$ cat src/rtl/multi_core_controller_if.sv
// multi_core_controller_if: register port between the host-side bridge and multi_core_controller
//   master: host side, drives strobes/address/write data, receives read data and its valid pulse
//   slave : controller side
interface multi_core_controller_if #(
    parameter int ADDR_W = 6
);
    logic              REG_WE;
    logic              REG_RE;
    logic [ADDR_W-1:0] REG_ADDR;
    logic [31:0]       REG_WDATA;
    logic [31:0]       REG_RDATA;
    logic              REG_RVALID;
    modport master (output REG_WE, REG_RE, REG_ADDR, REG_WDATA, input REG_RDATA, REG_RVALID);
    modport slave (input REG_WE, REG_RE, REG_ADDR, REG_WDATA, output REG_RDATA, REG_RVALID);
endinterface

$ cat src/rtl/multi_core_controller.sv
// multi_core_controller: supervises NUM_CORES cores (reset, status, halt, run-cycle count) from one register port
//   CCLK, CRST : core clock, asynchronous active-high reset
//   CSTAT      : per-core 8-bit status, core i at [8i+7:8i]
//   CORE_RST   : per-core reset, active-high
//   IRQ        : high while any core is halted with its irq_en set
//   bus        : register port, word address {core, offset}, read data one cycle after REG_RE
module multi_core_controller #(
    parameter int         NUM_CORES = 4,
    parameter int         CNT_WIDTH = 32,
    parameter int         RST_HOLD  = 16,
    parameter logic [7:0] HALT_CODE = 8'hFF,
    parameter int         ADDR_W    = 6
) (
    input  logic                     CCLK,
    input  logic                     CRST,
    input  logic [8*NUM_CORES-1:0]   CSTAT,
    output logic [NUM_CORES-1:0]     CORE_RST,
    output logic                     IRQ,
    multi_core_controller_if.slave   bus
);
    localparam int PW = $clog2(RST_HOLD + 1);
    localparam int IW = ADDR_W - 2;
    localparam int CW = NUM_CORES > 1 ? $clog2(NUM_CORES) : 1;
    localparam logic [IW:0] NC = NUM_CORES[IW:0];

    logic [IW-1:0]          idx;
    logic [CW-1:0]          ci;
    logic [1:0]             off;
    logic                   hit;
    logic [NUM_CORES-1:0]   hold, hold_n, irq_en, halted, wr_ctrl, w1c;
    logic [PW-1:0]          pcnt [NUM_CORES];
    logic [PW-1:0]          pcnt_n [NUM_CORES];
    logic [7:0]             stat_q [NUM_CORES];
    logic [CNT_WIDTH-1:0]   cnt [NUM_CORES];
    logic [31:0]            rd;
    logic                   unused_wdata;

    assign idx = bus.REG_ADDR[ADDR_W-1:2];
    assign off = bus.REG_ADDR[1:0];
    assign ci  = CW'(idx);
    assign hit = {1'b0, idx} < NC;
    assign unused_wdata = ^{bus.REG_WDATA[31:9], bus.REG_WDATA[7:3]};

    always_comb begin
        for (int c = 0; c < NUM_CORES; c++) begin
            wr_ctrl[c] = bus.REG_WE && hit && ci == CW'(c) && off == 2'd0;
            w1c[c]     = bus.REG_WE && hit && ci == CW'(c) && off == 2'd1 && bus.REG_WDATA[8];
            hold_n[c]  = wr_ctrl[c] ? bus.REG_WDATA[0] : hold[c];
            // a pulse write restarts the count rather than adding to it
            pcnt_n[c]  = wr_ctrl[c] && bus.REG_WDATA[1] ? PW'(RST_HOLD)
                       : pcnt[c] != '0 ? pcnt[c] - 1'b1 : pcnt[c];
        end
    end

    always_comb begin
        rd = '0;
        if (hit)
            rd = off == 2'd0 ? {29'd0, irq_en[ci], 1'b0, hold[ci]}
               : off == 2'd1 ? {22'd0, CORE_RST[ci], halted[ci], stat_q[ci]}
               : off == 2'd2 ? 32'(cnt[ci])
               : {16'd0, HALT_CODE, 8'(NUM_CORES)};
    end

    always_ff @(posedge CCLK or posedge CRST) begin
        if (CRST) begin
            for (int c = 0; c < NUM_CORES; c++) begin
                pcnt[c]   <= '0;
                stat_q[c] <= '0;
                cnt[c]    <= '0;
            end
            hold           <= '1;
            irq_en         <= '0;
            halted         <= '0;
            CORE_RST       <= '1;
            IRQ            <= 1'b0;
            bus.REG_RDATA  <= '0;
            bus.REG_RVALID <= 1'b0;
        end else begin
            for (int c = 0; c < NUM_CORES; c++) begin
                pcnt[c]   <= pcnt_n[c];
                stat_q[c] <= CSTAT[8*c +: 8];
                // a set condition outranks a same-cycle W1C
                halted[c] <= !CORE_RST[c] && (stat_q[c] == HALT_CODE || (halted[c] && !w1c[c]));
                cnt[c]    <= CORE_RST[c] ? '0 : halted[c] || cnt[c] == '1 ? cnt[c] : cnt[c] + 1'b1;
            end
            hold           <= hold_n;
            irq_en         <= (irq_en & ~wr_ctrl) | (wr_ctrl & {NUM_CORES{bus.REG_WDATA[2]}});
            for (int c = 0; c < NUM_CORES; c++)
                CORE_RST[c] <= hold_n[c] | (pcnt_n[c] != '0);
            IRQ            <= |(halted & irq_en);
            bus.REG_RVALID <= bus.REG_RE;
            if (bus.REG_RE)
                bus.REG_RDATA <= rd;
        end
    end
endmodule

$ cat src/flat_wrapper.sv
// flat-port wrapper written by rule: the top's interface ports become plain ports
module multi_core_controller_flat 
#(
    parameter int         NUM_CORES = 4,
    parameter int         CNT_WIDTH = 32,
    parameter int         RST_HOLD  = 16,
    parameter logic [7:0] HALT_CODE = 8'hFF,
    parameter int         ADDR_W    = 6
)
  (CCLK, CRST, CSTAT, CORE_RST, IRQ, bus_REG_WE, bus_REG_RE, bus_REG_ADDR, bus_REG_WDATA, bus_REG_RDATA, bus_REG_RVALID);
  multi_core_controller_if #(.ADDR_W(ADDR_W)) bus_i ();
  input  logic CCLK;
  input  logic CRST;
  input  logic [8*NUM_CORES-1:0] CSTAT;
  output logic [NUM_CORES-1:0] CORE_RST;
  output logic IRQ;
  input wire logic [$bits(bus_i.REG_WE)-1:0] bus_REG_WE;
  input wire logic [$bits(bus_i.REG_RE)-1:0] bus_REG_RE;
  input wire logic [$bits(bus_i.REG_ADDR)-1:0] bus_REG_ADDR;
  input wire logic [$bits(bus_i.REG_WDATA)-1:0] bus_REG_WDATA;
  output wire logic [$bits(bus_i.REG_RDATA)-1:0] bus_REG_RDATA;
  output wire logic [$bits(bus_i.REG_RVALID)-1:0] bus_REG_RVALID;
  assign bus_i.REG_WE = bus_REG_WE;
  assign bus_i.REG_RE = bus_REG_RE;
  assign bus_i.REG_ADDR = bus_REG_ADDR;
  assign bus_i.REG_WDATA = bus_REG_WDATA;
  assign bus_REG_RDATA = bus_i.REG_RDATA;
  assign bus_REG_RVALID = bus_i.REG_RVALID;
  multi_core_controller #(.NUM_CORES(NUM_CORES), .CNT_WIDTH(CNT_WIDTH), .RST_HOLD(RST_HOLD), .HALT_CODE(HALT_CODE), .ADDR_W(ADDR_W)) u_core (.CCLK(CCLK), .CRST(CRST), .CSTAT(CSTAT), .CORE_RST(CORE_RST), .IRQ(IRQ), .bus(bus_i));
endmodule
$ cat config.mk
export PLATFORM = sky130hd
export DESIGN_NAME = multi_core_controller_flat
export DESIGN_NICKNAME = d
export VERILOG_FILES = /design/src/rtl/multi_core_controller_if.sv /design/src/rtl/multi_core_controller.sv /design/src/flat_wrapper.sv
export SDC_FILE = /design/constraint.sdc
export NUM_CORES = 1
export LEC_CHECK = 0
export BUFFER_PORTS_ARGS = -buffer_cell sky130_fd_sc_hd__buf_4
export CORE_MARGIN = 1.5
export CORE_UTILIZATION = 35
export DETAILED_ROUTE_END_ITERATION = 10
export SYNTH_ARGS = -nofsm -noshare
export SYNTH_HDL_FRONTEND = slang
export SYNTH_SLANG_ARGS = --single-unit
export TNS_END_PERCENT = 5
$ cat constraint.sdc
create_clock -name CCLK -period 6.9 [get_ports CCLK]
set_input_delay 1.035 -clock CCLK [delete_from_list [all_inputs] [get_ports CCLK]]
set_output_delay 1.035 -clock CCLK [all_outputs]
set_load 0.05 [all_outputs]
Yosys cells after proc, flatten, opt, wreduce, memory -nomap -nowiden
Index checks and enable logic that the tools add are counted.
- input bits: 74
- output and inout bits: 38
- flip-flop bits (word level): 230
- magnitude comparators: 3
- multiplexer cells: 38
- add/subtract/negate cells: 8
- eq/ne operators: 17
- bitwise gates (word level): 10
- reduce and logical (&&, ||, !) cells: 56
- operators by type and width (operator ; number):
    $mux 32 ; 14
    $add 32x1->32 const B ; 4
    $eq 32x32->1 const B ; 4
    $bmux 32 s2 ; 1
    $mux 5 ; 8
    $reduce_bool 5->1 ; 8
    $eq 8x8->1 const B ; 4
    $logic_and 1x1->1 ; 29
    $sub 5x1->5 const B ; 4
    $bmux 8 s2 ; 1
    $mux 8 ; 2
    $and 4x4->4 ; 3
    $bmux 1 s2 ; 4
    $logic_not 1->1 ; 8
    $logic_or 1x1->1 ; 8
    $mux 1 ; 8
    $ne 2x1->1 const B ; 4
    $eq 2x2->1 const B ; 3
    $eq 2x1->1 const B ; 2
    $logic_not 2->1 ; 2
    $lt 4x3->1 const B ; 1
    $not 4->4 ; 1
    $or 1x1->1 ; 4
    $or 4x4->4 ; 1
    4 further kinds ; 4

Depth between registers and ports, before layout
Gate-level depths: netlist (run 1).
- word-level depth: 9
- mapped depth: 8
- mapped depth without buffers: 7

Worst setup path after synthesis (run 1)
Ideal clock, no wire load.
- path kind: input -> register
- start point: input bus_REG_ADDR[4]
- end point: register u_core.CORE_RST[1]
- path slack: 4045 ps
- required time: 6812 ps
- arrival time: 2767 ps
- stages on the path: 5
- cell sequence: or3b_1 nor4_1 and2_1 mux2_2 or3_1
- elaborated cells on any way between the ends: 9
- RTL lines (item ; line ; text):
    start, declared ; flat_wrapper.sv:19 ; input wire logic [$bits(bus_i.REG_ADDR)-1:0] bus_REG_ADDR;
    $lt 4x3->1 ; multi_core_controller.sv:41 ; assign hit = {1'b0, idx} < NC;
    $logic_and 1x1->1 (3 in a row) ; multi_core_controller.sv:46 ; wr_ctrl[c] = bus.REG_WE && hit && ci == CW'(c) && off == 2'd0;
    $mux 1 ; multi_core_controller.sv:48 ; hold_n[c] = wr_ctrl[c] ? bus.REG_WDATA[0] : hold[c];
    named net u_core.hold_n[1] ; multi_core_controller.sv:30 ; logic [NUM_CORES-1:0] hold, hold_n, irq_en, halted, wr_ctrl, w1c;
    $or 1x1->1 ; multi_core_controller.sv:89 ; CORE_RST[c] <= hold_n[c] | (pcnt_n[c] != '0);
    end signal, assigned by index ; multi_core_controller.sv:89 ;
    end, declared ; multi_core_controller.sv:17 ; output logic [NUM_CORES-1:0] CORE_RST,
The timed path passes the listed nets, and every way through them passes these cells.
A chain may end at the register's enable or synchronous reset.

==> results.py, run 1 <==
metrics = {
    "status": {
        "status": "finished clean",
    },
    "cts": {
        "clock_latency_ns": 0.54,
        "clock_path_buffers": 3,
        "htreeDepth": 1,
        "postCtsSetupBuffers": 0,
        "numClockSinks": 230,
        "cts_root_buf": "clkbuf_16",
        "hold_buffers": 0,
        "cts_buffers": 27,
        "cts_resized": 0,
        "cts_tree": "built",
        "clkSlewWorstSetupHoldPaths_ns": 0.05,
    },
    "synthesis": {
        "synth_top_area_share_pct": 46.2,
        "synth.most_common_cell": "dfrtp_1",
        "netlist_top_cells_count": "222 x dfrtp_1, 87 x a21oi_1, 75 x nor2_1, 74 x o21ai_0, 59 x nand2_1",
        "synth_edf_count": 0,
        "yosys-top-cells-area": "dfrtp_1 46%, mux4_2 8.0%, a21oi_1 3.6%",
        "syn_avg_cell_area_um2": 10.5,
        "seq_area_frac_synth_pct": 47.9,
        "dominantRegCellSynth": "dfrtp_1",
        "synth.distinct_cells": 68,
        "ys_ff_latch": 230,
        "synth-async-reset-ratio_pct": 100,
        "ys_warn_count": 0,
        "yosysTopAreaCell": "dfrtp_1",
        "syn_nets": 1228,
        "post_synth_inst_count": 1146,
        "synthesis.area_mm2": 0.0120,
    },
    "cells_and_area": {
        "area_growth_pct": 16.0,
        "fill_cells": 3191,
        "antenna_cells": 0,
        "post-route-cell-area_mm2": 0.0140,
        "stdcell_count": 1673,
        "regArea_mm2": 0.00577,
        "multi_input_area_mm2": 0.00588,
        "fin_util_pct": 41.4,
        "nets": 1286,
        "drive_gt1_share_pct": 17.8,
    },
    "critical_path": {
        "r2r_slack_ns": 3.93,
        "r2r_cells": 6,
        "critical_path_peak_fanout": 28,
        "critical_path_class": "in2reg",
        "crit_path_start_kind": "input pin",
        "arrival_ns": 3.56,
        "rr_endpoint": "u_core.cnt[35]",
        "cp.required_ns": 7.36,
        "cp-end-kind": "register",
        "r2r_start": "u_core.cnt[32]",
    },
    "timing": {
        "period_share_pct": 44.9,
        "fin_crit_ns": 3.10,
        "hold_viol": 0,
        "setup_violations": 0,
        "timing.hold.ws_ns": 0.484,
        "drv_slew": 0,
        "tns_ns": 0,
        "fin_ws_ns": 3.80,
        "rsz0062_at_grt": "false",
        "worstMarginPinSlew_ns": 1.25,
        "max_freq_ghz": 0.323,
        "maxSlewHeadroom_pct": 15.9,
        "finalClockSkew_ns": 0.0145,
    },
    "min_path": {
        "hp-class": "reg2reg",
        "min-delay-start": "u_core.bus.REG_RDATA[9]",
        "hold_path_end": "u_core.bus.REG_RDATA[9]",
        "hold_depth": 1,
    },
    "detailed_routing": {
        "drc": 0,
        "firstDrtPassIters": 5,
        "final_antenna_net_count": 0,
        "wirelength_um": 30900,
        "num_vias": 9426,
        "wire_per_inst_um": 18.5,
        "drt-vias-per-instance": 5.63,
        "drt-initial-drc-count": 526,
    },
    "floorplan": {
        "die_x_um": 188,
        "die_y_um": 188,
        "io_pins": 112,
        "die_area_mm2": 0.0355,
        "rows": 67,
        "start_util_pct": 35.7,
        "core_area_mm2": 0.0337,
    },
    "placement": {
        "place_hpwl_um": 21900,
        "pre_cts_slack_ns": 3.28,
        "placed_area_mm2": 0.0130,
        "place_congestion": 0.826,
        "dp.cells": 1623,
        "numPortBuffers": 83,
    },
    "global_routing": {
        "met1_usage_pct": 24.6,
        "grt_pass1_vias": 8991,
        "gr-usage-met3_pct": 2.46,
        "met2_usage_pct": 28.5,
        "grt_max_degree": 174,
        "grt_use_total_pct": 17.4,
        "antenna_found_initial": 0,
        "top_usage_layer": "met2",
        "grt_pass1_wl_um": 49500,
        "grt_overflow_total": 0,
    },
    "power_and_ir_drop": {
        "cellPowerDensity_mw_per_mm2": 265,
        "power_mw": 3.71,
        "vdd_drop_max_mv": 0.167,
        "p_leak_nw": 5.37,
    },
    "run": {
        "timing.max_cap.violations": 0,
    },
}
==> critical path, stage by stage <==
cell and delay (ns):
buf_4 0.13, clkinv_1 0.71, nor3_1 0.60, and2_1 0.30
nor2b_1 0.30, buf_4 0.30, a22o_1 0.17
==> where the power goes <==
group,leakage [nW],switching (mW),internal [mW]
clock network,0.470,0.556,0.937
logic,1.84,0.289,0.240
registers,3.07,0.219,1.47
==> layout by cell type, fill, tap and decap left out, drive strengths merged, types with 5 or more instances in the layout <==
master	instances
a22o	17
xor2	13
or4	28
buf	86
nor4	14
or2	8
inv	38
a22oi	6
a311oi	5
a31oi	6
nand2	59
nand2b	6
dfrtp	222
ha	8
and2	9
xnor2	37
a211oi	10
o2111ai	6
nor2b	14
or3	58
a21oi	87
mux4	44
dfstp	8
nor3	32
nand3	43
o211ai	6
mux2	12
nand4	41
mux2i	5
o31ai	26
o21ai	74
and3	14
and4	16
clkbuf	43
nor2	75
==> registers in the layout (all words and copies together), names as in the netlist, named ones only <==
signal                 count
u_core.cnt               128
u_core.bus.REG_RDATA      32
u_core.stat_q             32
u_core.pcnt               20
u_core.CORE_RST            4
u_core.halted              4
u_core.hold                4
u_core.IRQ                 1
u_core.bus.REG_RVALID      1
==> kinds of logic after synthesis <==
group | Yosys count | synth area share [%]
fa+ha+maj | 8 | 0.832
buf+inv | 96 | 3.22
mux | 61 | 9.84
flops | 230 | 47.9
compound gates | 269 | 14.1
xor+xnor | 50 | 3.64
simple gates | 432 | 20.4
==> routing by layer <==
metal / vias to the layer above / routed length (µm) / part of all wire [%]
met1: 4731 / 14400 / 46
met4: 0 / 498 / 1.6
met2: 195 / 14700 / 47
met3: 37 / 1410 / 4.6
met5: - / 0 / 0
li1: 4463 / - / -
==> worst max path at each step <==
| stage | start | to | slack [ns] | depth (start not counted) |
|---|---|---|---|---|
| floorplan | CRST | async pin | 2.86 | 1 |
| global placement | bus_REG_RE | u_core.bus.REG_RDATA[16] | 3.32 | 7 |
| detailed placement | bus_REG_RE | u_core.bus.REG_RDATA[31] | 3.28 | 7 |
| CTS | bus_REG_RE | u_core.bus.REG_RDATA[19] | 3.84 | 7 |
| global route | bus_REG_RE | u_core.bus.REG_RDATA[16] | 3.63 | 7 |
| finish | bus_REG_RE | u_core.bus.REG_RDATA[16] | 3.80 | 7 |
==> layout make-up <==
class / count / share of cell area, %
multi-input cells: 820 / 42.1
clock inverters: 7 / 0.815
clock buffers: 43 / 5.99
inverters: 39 / 1.08
well taps: 448 / 4.01
repair buffers: 86 / 4.71
flip-flops and latches: 230 / 41.3
Power figures use the tool's default switching activity.
==> inputs of run 2 (changes only) <==
==> constraint.sdc (replaced) <==
create_clock -name CCLK -period 2.59 [get_ports CCLK]
set_input_delay 0.3885 -clock CCLK [delete_from_list [all_inputs] [get_ports CCLK]]
set_output_delay 0.3885 -clock CCLK [all_outputs]
set_load 0.05 [all_outputs]
==> run 2 against run 1 <==
Net effect:
- cell area up 4.2%
- register-to-register slack worse by 3.7 ns
- highest routed layer unchanged
- non-clock buffer count up 72
- largest cell class unchanged
- worst setup slack worse by 3.6 ns
- largest power group unchanged
- clock-buffer cell count down 5
- via count up 3.2%
- hold slack worse by 0.45 ns
- sequential cell count unchanged
- clock skew up 0.0063 ns
- first-iteration DRC count up 28%
==> results.py, run 2 (same netlist as run 1, synthesis figures left out) <==
metrics = {
    "cts": {
        "clkSlewWorstSetupHoldPaths_ns": 0.06,
        "clock_latency_ns": 0.54,
        "cts_buffers": 26,
        "clock_path_buffers": 3,
        "postCtsSetupBuffers": 0,
        "cts_root_buf": "clkbuf_16",
        "htreeDepth": 1,
        "cts_tree": "built",
        "numClockSinks": 230,
    },
    "timing": {
        "worstMarginPinSlew_ns": 0.703,
        "tns_ns": 0,
        "maxSlewHeadroom_pct": 53.1,
        "drv_slew": 0,
        "hold_viol": 0,
        "setup_violations": 0,
        "rsz0062_at_grt": "false",
        "fin_crit_ns": 2.36,
        "fin_ws_ns": 0.230,
        "finalClockSkew_ns": 0.0208,
        "max_freq_ghz": 0.424,
        "period_share_pct": 91.1,
        "timing.hold.ws_ns": 0.0381,
    },
    "global_routing": {
        "grt_overflow_total": 0,
        "grt_use_total_pct": 17.8,
        "antenna_found_initial": 0,
        "grt_max_degree": 111,
        "grt_pass1_wl_um": 50900,
        "grt_pass1_vias": 9158,
    },
    "critical_path": {
        "critical_path_class": "reg2reg",
        "cp-end-kind": "register",
        "cp.required_ns": 3.04,
        "critical_path.top_delay_family": "simple AND/OR/NAND/NOR gates",
        "cp.buffers_inverters": 0,
        "arrival_ns": 2.81,
        "critical_path_peak_fanout": 17,
        "crit_chain": "ha_1, nand3_1, or3_1, a211o_2, or4_1, a21oi_1",
        "crit_path_start_kind": "register",
        "cp_slowest_stage_delay_ns": 0.46,
        "critPathSlowestCell": "a211o_2",
    },
    "placement": {
        "dp.cells": 1662,
        "numPortBuffers": 83,
        "pre_cts_slack_ns": 0.165,
        "place_congestion": 0.855,
        "placed_area_mm2": 0.0133,
        "place_hpwl_um": 22800,
    },
    "cells_and_area": {
        "post-route-cell-area_mm2": 0.0146,
        "stdcell_count": 1743,
        "antenna_cells": 0,
        "largest-register": "u_core.cnt",
        "area_growth_pct": 20.9,
        "fill_cells": 3196,
        "layout_common_cells": "222 x dfrtp_1, 121 x buf_4, 87 x a21oi_1, 75 x nor2_1, 74 x o21ai_0",
        "mostFrequentLayoutCell": "dfrtp_1",
        "drive_gt1_share_pct": 19.6,
        "nets": 1357,
        "fin_util_pct": 43.2,
        "multi_input_area_mm2": 0.00588,
        "regArea_mm2": 0.00577,
        "reg_top3": "u_core.cnt: 128 flops, u_core.bus.REG_RDATA: 32 flops, u_core.stat_q: 32 flops",
        "largest_reg_flops": 128,
    },
    "detailed_routing": {
        "num_vias": 9731,
        "wirelength_um": 31600,
        "drt-vias-per-instance": 5.58,
        "final_antenna_net_count": 0,
        "wire_per_inst_um": 18.1,
        "firstDrtPassIters": 5,
        "drc": 0,
        "drt-initial-drc-count": 674,
    },
    "run": {
        "timing.max_cap.violations": 0,
    },
    "status": {
        "status": "finished clean",
    },
    "floorplan": {
        "start_util_pct": 35.7,
        "die_x_um": 188,
        "rows": 67,
        "die_y_um": 188,
        "core_area_mm2": 0.0337,
        "io_pins": 112,
        "die_area_mm2": 0.0355,
    },
    "power_and_ir_drop": {
        "power_mw": 9.74,
        "vdd_drop_max_mv": 0.443,
        "p_leak_nw": 5.68,
        "cellPowerDensity_mw_per_mm2": 669,
    },
    "min_path": {
        "hp-class": "in2reg",
    },
}
run 2: what timing repair did:
item / in CTS / in global routing
hold buffers: 33 / 0
resized for setup: 0 / 1
endpoints found under the setup margin: 0 / 1
endpoints found under the hold margin: 40 / 0
run 2: path summary, 6_finish.rpt:
| kind | startpoint | end | slack [ns] | cells after the start |
|---|---|---|---|---|
| max reg2reg | u_core.cnt[0] | u_core.cnt[28] | 0.23 | 6 |
| max in group asynchronous | CRST | u_core.cnt[2] | 1.26 | 4 |
| min reg2reg | u_core.bus.REG_RDATA[9] | u_core.bus.REG_RDATA[9] | 0.49 | 1 |
| min in group asynchronous | CRST | u_core.stat_q[29] | 0.36 | 3 |
| max | u_core.cnt[0] | u_core.cnt[28] | 0.23 | 6 |
| min | bus_REG_RE | u_core.bus.REG_RVALID | 0.04 | 1 |
run 2: routing by layer:
metal	global-route usage, %	routed length (µm)
met2	28.7	14900
met5	0	0
met3	2.14	1440
met4	4.95	690
met1	25.4	14500
run 2: area by class of cell:
cell class / instances / area share (%)
Inverter: 39 / 1.03
Sequential cell: 230 / 39.6
Timing Repair Buffer: 158 / 9.06
Clock inverter: 10 / 0.963
Clock buffer: 38 / 5.06
Multi-Input combinational cell: 820 / 40.4
Tap cell: 448 / 3.85
run 2: power by group:
part,switching [mW],total [mW],internal [mW]
Sequential,0.362,4.27,3.90
Clock,1.50,3.77,2.27
Combinational,0.987,1.70,0.718
